File: config.mk
export PLATFORM = sky130hd
export DESIGN_NAME = tappy_rx
export DESIGN_NICKNAME = d
export VERILOG_FILES = /design/src/rtl/tappy_pkg.sv /design/src/rtl/tappy_filter.sv /design/src/rtl/tappy_rx.sv
export SDC_FILE = /design/constraint.sdc
export NUM_CORES = 1
export LEC_CHECK = 0
export CORE_AREA = 4 4 61 105
export DETAILED_ROUTE_END_ITERATION = 16
export DIE_AREA = 0 0 65 109
export PLACE_DENSITY = 0.86
export REMOVE_ABC_BUFFERS = 1
export SETUP_SLACK_MARGIN = 0.2
export SYNTH_ARGS = -nofsm -noshare
export SYNTH_HDL_FRONTEND = slang
export SYNTH_SLANG_ARGS = --single-unit
File: constraint.sdc
create_clock -name sysclk -period 7.2 [get_ports sysclk]
set_clock_uncertainty 0.1 [all_clocks]
set_input_delay 1.44 -clock sysclk [delete_from_list [all_inputs] [get_ports sysclk]]
set_output_delay 1.44 -clock sysclk [all_outputs]
set_load 0.005 [all_outputs]
File: src/rtl/tappy_pkg.sv
`default_nettype none
// +--------------------------------------------------------------+
// | tappy_pkg : shared types and error codes for tappy_rx         |
// | Rev 1.0                                                       |
// +--------------------------------------------------------------+
package tappy_pkg;

    typedef enum logic [1:0] {
        IDLE = 2'd0,
        DATA = 2'd1,
        PRTY = 2'd2,
        STOP = 2'd3
    } state_t;

    typedef enum logic [1:0] {
        PAR_ODD  = 2'd0,
        PAR_EVEN = 2'd1,
        PAR_NONE = 2'd2
    } parity_t;

    localparam logic [2:0] ERR_START    = 3'd1;
    localparam logic [2:0] ERR_PARITY   = 3'd2;
    localparam logic [2:0] ERR_STOP     = 3'd3;
    localparam logic [2:0] ERR_TIMEOUT  = 3'd4;
    localparam logic [2:0] ERR_OVERFLOW = 3'd5;

endpackage
`default_nettype wire

File: src/rtl/tappy_filter.sv
`default_nettype none
// +--------------------------------------------------------------+
// | tappy_filter : 2-flop synchroniser plus FILT-sample filter    |
// | Rev 1.0                                                       |
// +--------------------------------------------------------------+
module tappy_filter #(
    parameter int FILT = 3
) (
    input  logic sysclk,
    input  logic reset,
    input  logic i_line,
    output logic o_line
);

    localparam int c_cw = (FILT > 1) ? $clog2(FILT) : 1;

    logic [1:0]      sync_q;
    logic [1:0]      sync_d;
    logic            filt_q;
    logic            filt_d;
    logic [c_cw-1:0] cnt_q;
    logic [c_cw-1:0] cnt_d;

    // cnt_q counts how many consecutive samples have already disagreed
    always_comb begin
        sync_d = {sync_q[0], i_line};
        filt_d = filt_q;
        cnt_d  = '0;
        if (sync_q[1] != filt_q) begin
            if (cnt_q == c_cw'(FILT - 1)) begin
                filt_d = sync_q[1];
            end else begin
                cnt_d = cnt_q + 1'b1;
            end
        end
    end

    always_ff @(posedge sysclk) begin
        if (reset) begin
            sync_q <= 2'b11;
            filt_q <= 1'b1;
            cnt_q  <= '0;
        end else begin
            sync_q <= sync_d;
            filt_q <= filt_d;
            cnt_q  <= cnt_d;
        end
    end

    assign o_line = filt_q;

endmodule
`default_nettype wire

File: src/rtl/tappy_rx.sv
`default_nettype none
// +--------------------------------------------------------------+
// | tappy_rx : PS/2-style serial receiver with error port & FIFO  |
// | Rev 1.0                                                       |
// +--------------------------------------------------------------+
module tappy_rx
    import tappy_pkg::*;
#(
    parameter int      WIDTH   = 8,
    parameter parity_t PARITY  = PAR_ODD,
    parameter int      FILT    = 3,
    parameter int      TIMEOUT = 2000,
    parameter int      DEPTH   = 4
) (
    input  logic             sysclk,
    input  logic             reset,
    input  logic             clk,
    input  logic             dat,
    output logic [WIDTH-1:0] word,
    output logic             valid,
    input  logic             ready,
    output logic             err,
    output logic [2:0]       err_code
);

    localparam int              c_aw    = $clog2(DEPTH);
    localparam int              c_bw    = $clog2(WIDTH);
    localparam int              c_ww    = $clog2(TIMEOUT + 1);
    localparam logic [c_aw:0]   c_depth = (c_aw + 1)'(DEPTH);

    logic w_clk_f;
    logic w_dat_f;
    logic w_edge;
    logic w_push;
    logic w_pop;
    logic w_full;

    tappy_filter #(.FILT(FILT)) u_clk_filt (
        .sysclk (sysclk),
        .reset  (reset),
        .i_line (clk),
        .o_line (w_clk_f)
    );

    tappy_filter #(.FILT(FILT)) u_dat_filt (
        .sysclk (sysclk),
        .reset  (reset),
        .i_line (dat),
        .o_line (w_dat_f)
    );

    state_t           state_q, state_d;
    logic             clk_prev_q;
    logic [c_bw-1:0]  bit_cnt_q, bit_cnt_d;
    logic [WIDTH-1:0] shift_q, shift_d;
    logic             acc_q, acc_d;
    logic             par_bad_q, par_bad_d;
    logic [c_ww-1:0]  wdog_q, wdog_d;
    logic             err_q, err_d;
    logic [2:0]       code_q, code_d;

    logic [WIDTH-1:0] mem_q [DEPTH];
    logic [WIDTH-1:0] mem_d [DEPTH];
    logic [c_aw-1:0]  wr_q, wr_d;
    logic [c_aw-1:0]  rd_q, rd_d;
    logic [c_aw:0]    cnt_q, cnt_d;

    assign w_edge = clk_prev_q && !w_clk_f;
    assign valid  = (cnt_q != '0);
    assign w_pop  = valid && ready;
    assign w_full = (cnt_q == c_depth);
    assign word   = valid ? mem_q[rd_q] : '0;
    assign err      = err_q;
    assign err_code = code_q;

    always_comb begin
        state_d   = state_q;
        bit_cnt_d = bit_cnt_q;
        shift_d   = shift_q;
        acc_d     = acc_q;
        par_bad_d = par_bad_q;
        wdog_d    = '0;
        err_d     = 1'b0;
        code_d    = code_q;
        w_push    = 1'b0;

        if (state_q != IDLE && !w_edge) begin
            wdog_d = wdog_q + 1'b1;
        end

        case (state_q)
            IDLE: begin
                if (w_edge) begin
                    if (!w_dat_f) begin
                        state_d   = DATA;
                        bit_cnt_d = '0;
                        acc_d     = 1'b0;
                        par_bad_d = 1'b0;
                    end else begin
                        err_d  = 1'b1;
                        code_d = ERR_START;
                    end
                end
            end
            DATA: begin
                if (w_edge) begin
                    shift_d   = {w_dat_f, shift_q[WIDTH-1:1]};
                    acc_d     = acc_q ^ w_dat_f;
                    bit_cnt_d = bit_cnt_q + 1'b1;
                    if (bit_cnt_q == c_bw'(WIDTH - 1)) begin
                        state_d = (PARITY == PAR_NONE) ? STOP : PRTY;
                    end
                end
            end
            PRTY: begin
                if (w_edge) begin
                    par_bad_d = (w_dat_f != ((PARITY == PAR_ODD) ? ~acc_q : acc_q));
                    state_d   = STOP;
                end
            end
            STOP: begin
                if (w_edge) begin
                    state_d = IDLE;
                    if (!w_dat_f) begin
                        err_d  = 1'b1;
                        code_d = ERR_STOP;
                    end else if (par_bad_q) begin
                        err_d  = 1'b1;
                        code_d = ERR_PARITY;
                    end else if (w_full && !w_pop) begin
                        err_d  = 1'b1;
                        code_d = ERR_OVERFLOW;
                    end else begin
                        w_push = 1'b1;
                    end
                end
            end
            default: state_d = IDLE;
        endcase

        // An edge in the same cycle always wins over the watchdog
        if (state_q != IDLE && !w_edge && wdog_q == c_ww'(TIMEOUT - 1)) begin
            state_d = IDLE;
            wdog_d  = '0;
            err_d   = 1'b1;
            code_d  = ERR_TIMEOUT;
        end
    end

    // A full FIFO may push and pop together: the write lands on the slot being read out
    always_comb begin
        mem_d = mem_q;
        wr_d  = wr_q;
        rd_d  = rd_q;
        cnt_d = cnt_q;
        if (w_push) begin
            mem_d[wr_q] = shift_q;
            wr_d        = wr_q + 1'b1;
        end
        if (w_pop) begin
            rd_d = rd_q + 1'b1;
        end
        case ({w_push, w_pop})
            2'b10:   cnt_d = cnt_q + 1'b1;
            2'b01:   cnt_d = cnt_q - 1'b1;
            default: cnt_d = cnt_q;
        endcase
    end

    always_ff @(posedge sysclk) begin
        if (reset) begin
            state_q    <= IDLE;
            clk_prev_q <= 1'b1;
            bit_cnt_q  <= '0;
            shift_q    <= '0;
            acc_q      <= 1'b0;
            par_bad_q  <= 1'b0;
            wdog_q     <= '0;
            err_q      <= 1'b0;
            code_q     <= 3'd0;
            wr_q       <= '0;
            rd_q       <= '0;
            cnt_q      <= '0;
        end else begin
            state_q    <= state_d;
            clk_prev_q <= w_clk_f;
            bit_cnt_q  <= bit_cnt_d;
            shift_q    <= shift_d;
            acc_q      <= acc_d;
            par_bad_q  <= par_bad_d;
            wdog_q     <= wdog_d;
            err_q      <= err_d;
            code_q     <= code_d;
            wr_q       <= wr_d;
            rd_q       <= rd_d;
            cnt_q      <= cnt_d;
        end
    end

    always_ff @(posedge sysclk) begin
        mem_q <= mem_d;
    end

endmodule
`default_nettype wire

==> qor.txt <==
layout cells sized above 1 = 11.2%
ys async rst share = 0%
top fanout value on the critical path = 10
cells along the critical path = mux4_2, and2_1, clkdlybuf4s50_1
H-tree Lvls = 3
worst-path cell with the longest stage delay = dfxtp_1
Synth Register Bits = 80
Fin. Hold Viols = 0
hold path cells = 1
Hold Buf Count CTS = 0
FF-to-FF Start = u_dat_filt.o_line
Unique masters post-synth = 48
crit start category = register
CORE AREA = 5540 µm²
# port buffers = 17
drt initial violations = 113
Overflow after GRT = 0
PD cells = 232 nW/µm²
routability-driven placement congestion ratio = 0.749
Worst-Margin Slew = 0.604 ns
R2R setup slack = 4.47 ns
combinational power share = 8.6%
non-filler cells in the finished layout = 398
worst reg-to-reg path cell count = 9
initial antenna violation count = 0
Avg Inst Size Synth = 11.5 µm²
number of max-cap violations = 0
Clock Latency Late Sink = 0.35 ns
reg2reg end = cnt_q[2]
post-layout power = 904 µW
dpl cells = 382
data arrival time of the worst path = 2.24 ns
CTS Sinks = 80
worst min-delay path category = reg2reg
Synth Warn # = 0
Peak supply drop = 201 µV
first-pass GRT wire length = 10100 µm
critical path class = reg2out
pre-CTS WS = 3.30 ns
drt drc = 0
routed len/inst = 14.7 µm
number of fill cells = 407
switching part of the total = 23.2%
Psw = 209 µW
# Post-CTS Setup Buffers = 0
fin util = 70.3%
CTS tree = yes
Max Slew Vio Count = 0
hold path endpoint = u_dat_filt.sync_q[1]
RSZ-0062 raised after global routing = no
pin count of the biggest net entering global routing = 34
Final ANT Viol Nets = 0
Tmin final = 3.78 ns
setup TNS after final layout = 0 ns
Static Leak = 1.33 nW
Top Ports = 18
clock network fraction of total power = 38.1%
Reg power frac = 53.3%
CTS Root Cell = clkbuf_8
number of buffers created by CTS = 9
cell internal pwr = 694 µW
Worst slew margin = 59.7%
Final #Nets = 338
endpoints failing setup = 0
EDFF count, synth = 32
total routed wirelength = 5830 µm
synthesized instance count = 300
standard-cell rows = 36
GRT Resource Usage Total = 19.0%
Hold Path Origin = u_dat_filt.sync_q[0]
area grow syn2layout = 12.7%
Primary FF master, synth = dfxtp_1
Initial Util = 62.4%
Final WS setup = 3.42 ns
fin crit share = 52.5%
Fmax = 0.265 GHz
total die area = 7090 µm²
Synth Cell Area = 3460 µm²
overall die height = 109 µm
Clock Path Buffers = 2
Vias = 2215
drt pass-1 iters = 4
outcome = finished, final reports clean
Required @ worst endpoint = 5.66 ns
dpl hpwl = 4120 µm
Vias/cell = 5.57
sequential fraction of the synthesis area = 55.6%
slowest stage delay, CP = 0.71 ns
CTS clk-pin slew, worst paths = 0.08 ns
vias in the first global route = 2163
Diodes inserted = 0
die span in x = 65 µm
Post-CTS Resized = 0
crit end category = primary output
==> worst max-delay path: cells and delay by family (launching register included) <==
kind          cells  cell delay (ns)
mux               1             0.58
buf+inv           1             0.43
flops             1             0.71
simple gates      1             0.16
==> stage by stage <==
step / hold WS (ns) / instance area, µm²
after floorplan: 0.289 / 3400
after global placement: 0.293 / 3680
after detailed placement: 0.293 / 3680
after CTS: 0.312 / 3900
after global routing: 0.327 / 3900
final: 0.310 / 3900
==> power groups by stage <==
stage	combinational, mW	clock [mW]	sequential [mW]
6_report	0.0775	0.345	0.481
5_1_grt	0.0868	0.374	0.482
4_1_cts	0.0768	0.352	0.481
3_5_place_dp	0.0759	0	0.492
3_3_place_gp	0.0732	0	0.491
2_1_floorplan	0.0522	0	0.490
==> cell usage after synthesis (7+ instances only) <==
cell type,number,area share (%)
nor2_1,33,3.6
nand2_1,12,1.3
dfxtp_1,48,28
inv_1,16,1.7
a21oi_1,17,2.5
nand3_1,12,1.7
edfxtp_1,32,28
ha_1,15,5.4
and2_1,13,2.4
mux4_2,8,5.2
xor2_1,8,2.0
buf_2,7,1.0
xnor2_1,8,2.0
==> layout by cell type, fill, tap and decap left out, drive strengths merged, types with 12 or more instances in the layout <==
cell / n
inv: 16
a21oi: 17
nor2: 33
dfxtp: 48
edfxtp: 32
clkdlybuf4s50: 17
clkbuf: 12
ha: 15
nand2: 12
and2: 13
nand3: 12
==> logic make-up after synthesis <==
kind of cell / share of synthesized area, %
DFF: 55.6
muxes: 6.37
xor gates and xnor gates: 4.05
adders and majority gates: 6.00
and+or+nand+nor: 16.2
AOI/OAI and AO/OA: 8.35
buffers and inverters: 3.44
==> how the worst max path moves through the flow <==
stage,slack [ns],cells after the start,from,to
finish,3.42,3,rd_q[0],word[1]
global route,3.26,3,rd_q[0],word[1]
CTS,3.37,3,rd_q[0],word[1]
detailed placement,3.30,10,ready,cnt_q[2]
global placement,3.42,10,ready,cnt_q[2]
floorplan,3.97,9,ready,cnt_q[2]
==> final cells by class <==
cell class	count	area, µm²	share of cell area, %
tap	76	95.1	2.44
inverter	16	60.1	1.54
clock buffer	12	166	4.27
timing repair buffer	19	185	4.75
sequential	80	1920	49.3
clock inverter	4	50.0	1.28
multi-input combinational	191	1420	36.4
==> per-layer routing <==
layer / track usage, % / up-vias / part of all wire, %
met1: 19.7 / 1064 / 36
met5: 0 / - / 0
met3: 5.15 / 11 / 3.6
li1: - / 1094 / -
met2: 34.1 / 46 / 58
met4: 10.1 / 0 / 2.5
==> state kept, by name, indices dropped and copies added (netlist names), 2 cells and up <==
| name | cells |
|---|---|
| u_dat_filt.sync_q | 2 |
| wdog_q | 11 |
| u_clk_filt.sync_q | 2 |
| bit_cnt_q | 3 |
| rd_q | 2 |
| u_clk_filt.cnt_q | 2 |
| err_code | 3 |
| state_q | 2 |
| cnt_q | 3 |
| mem_q | 32 |
| u_dat_filt.cnt_q | 2 |
| shift_q | 8 |
| wr_q | 2 |
Note: power is estimated with default switching activity, not from simulation.
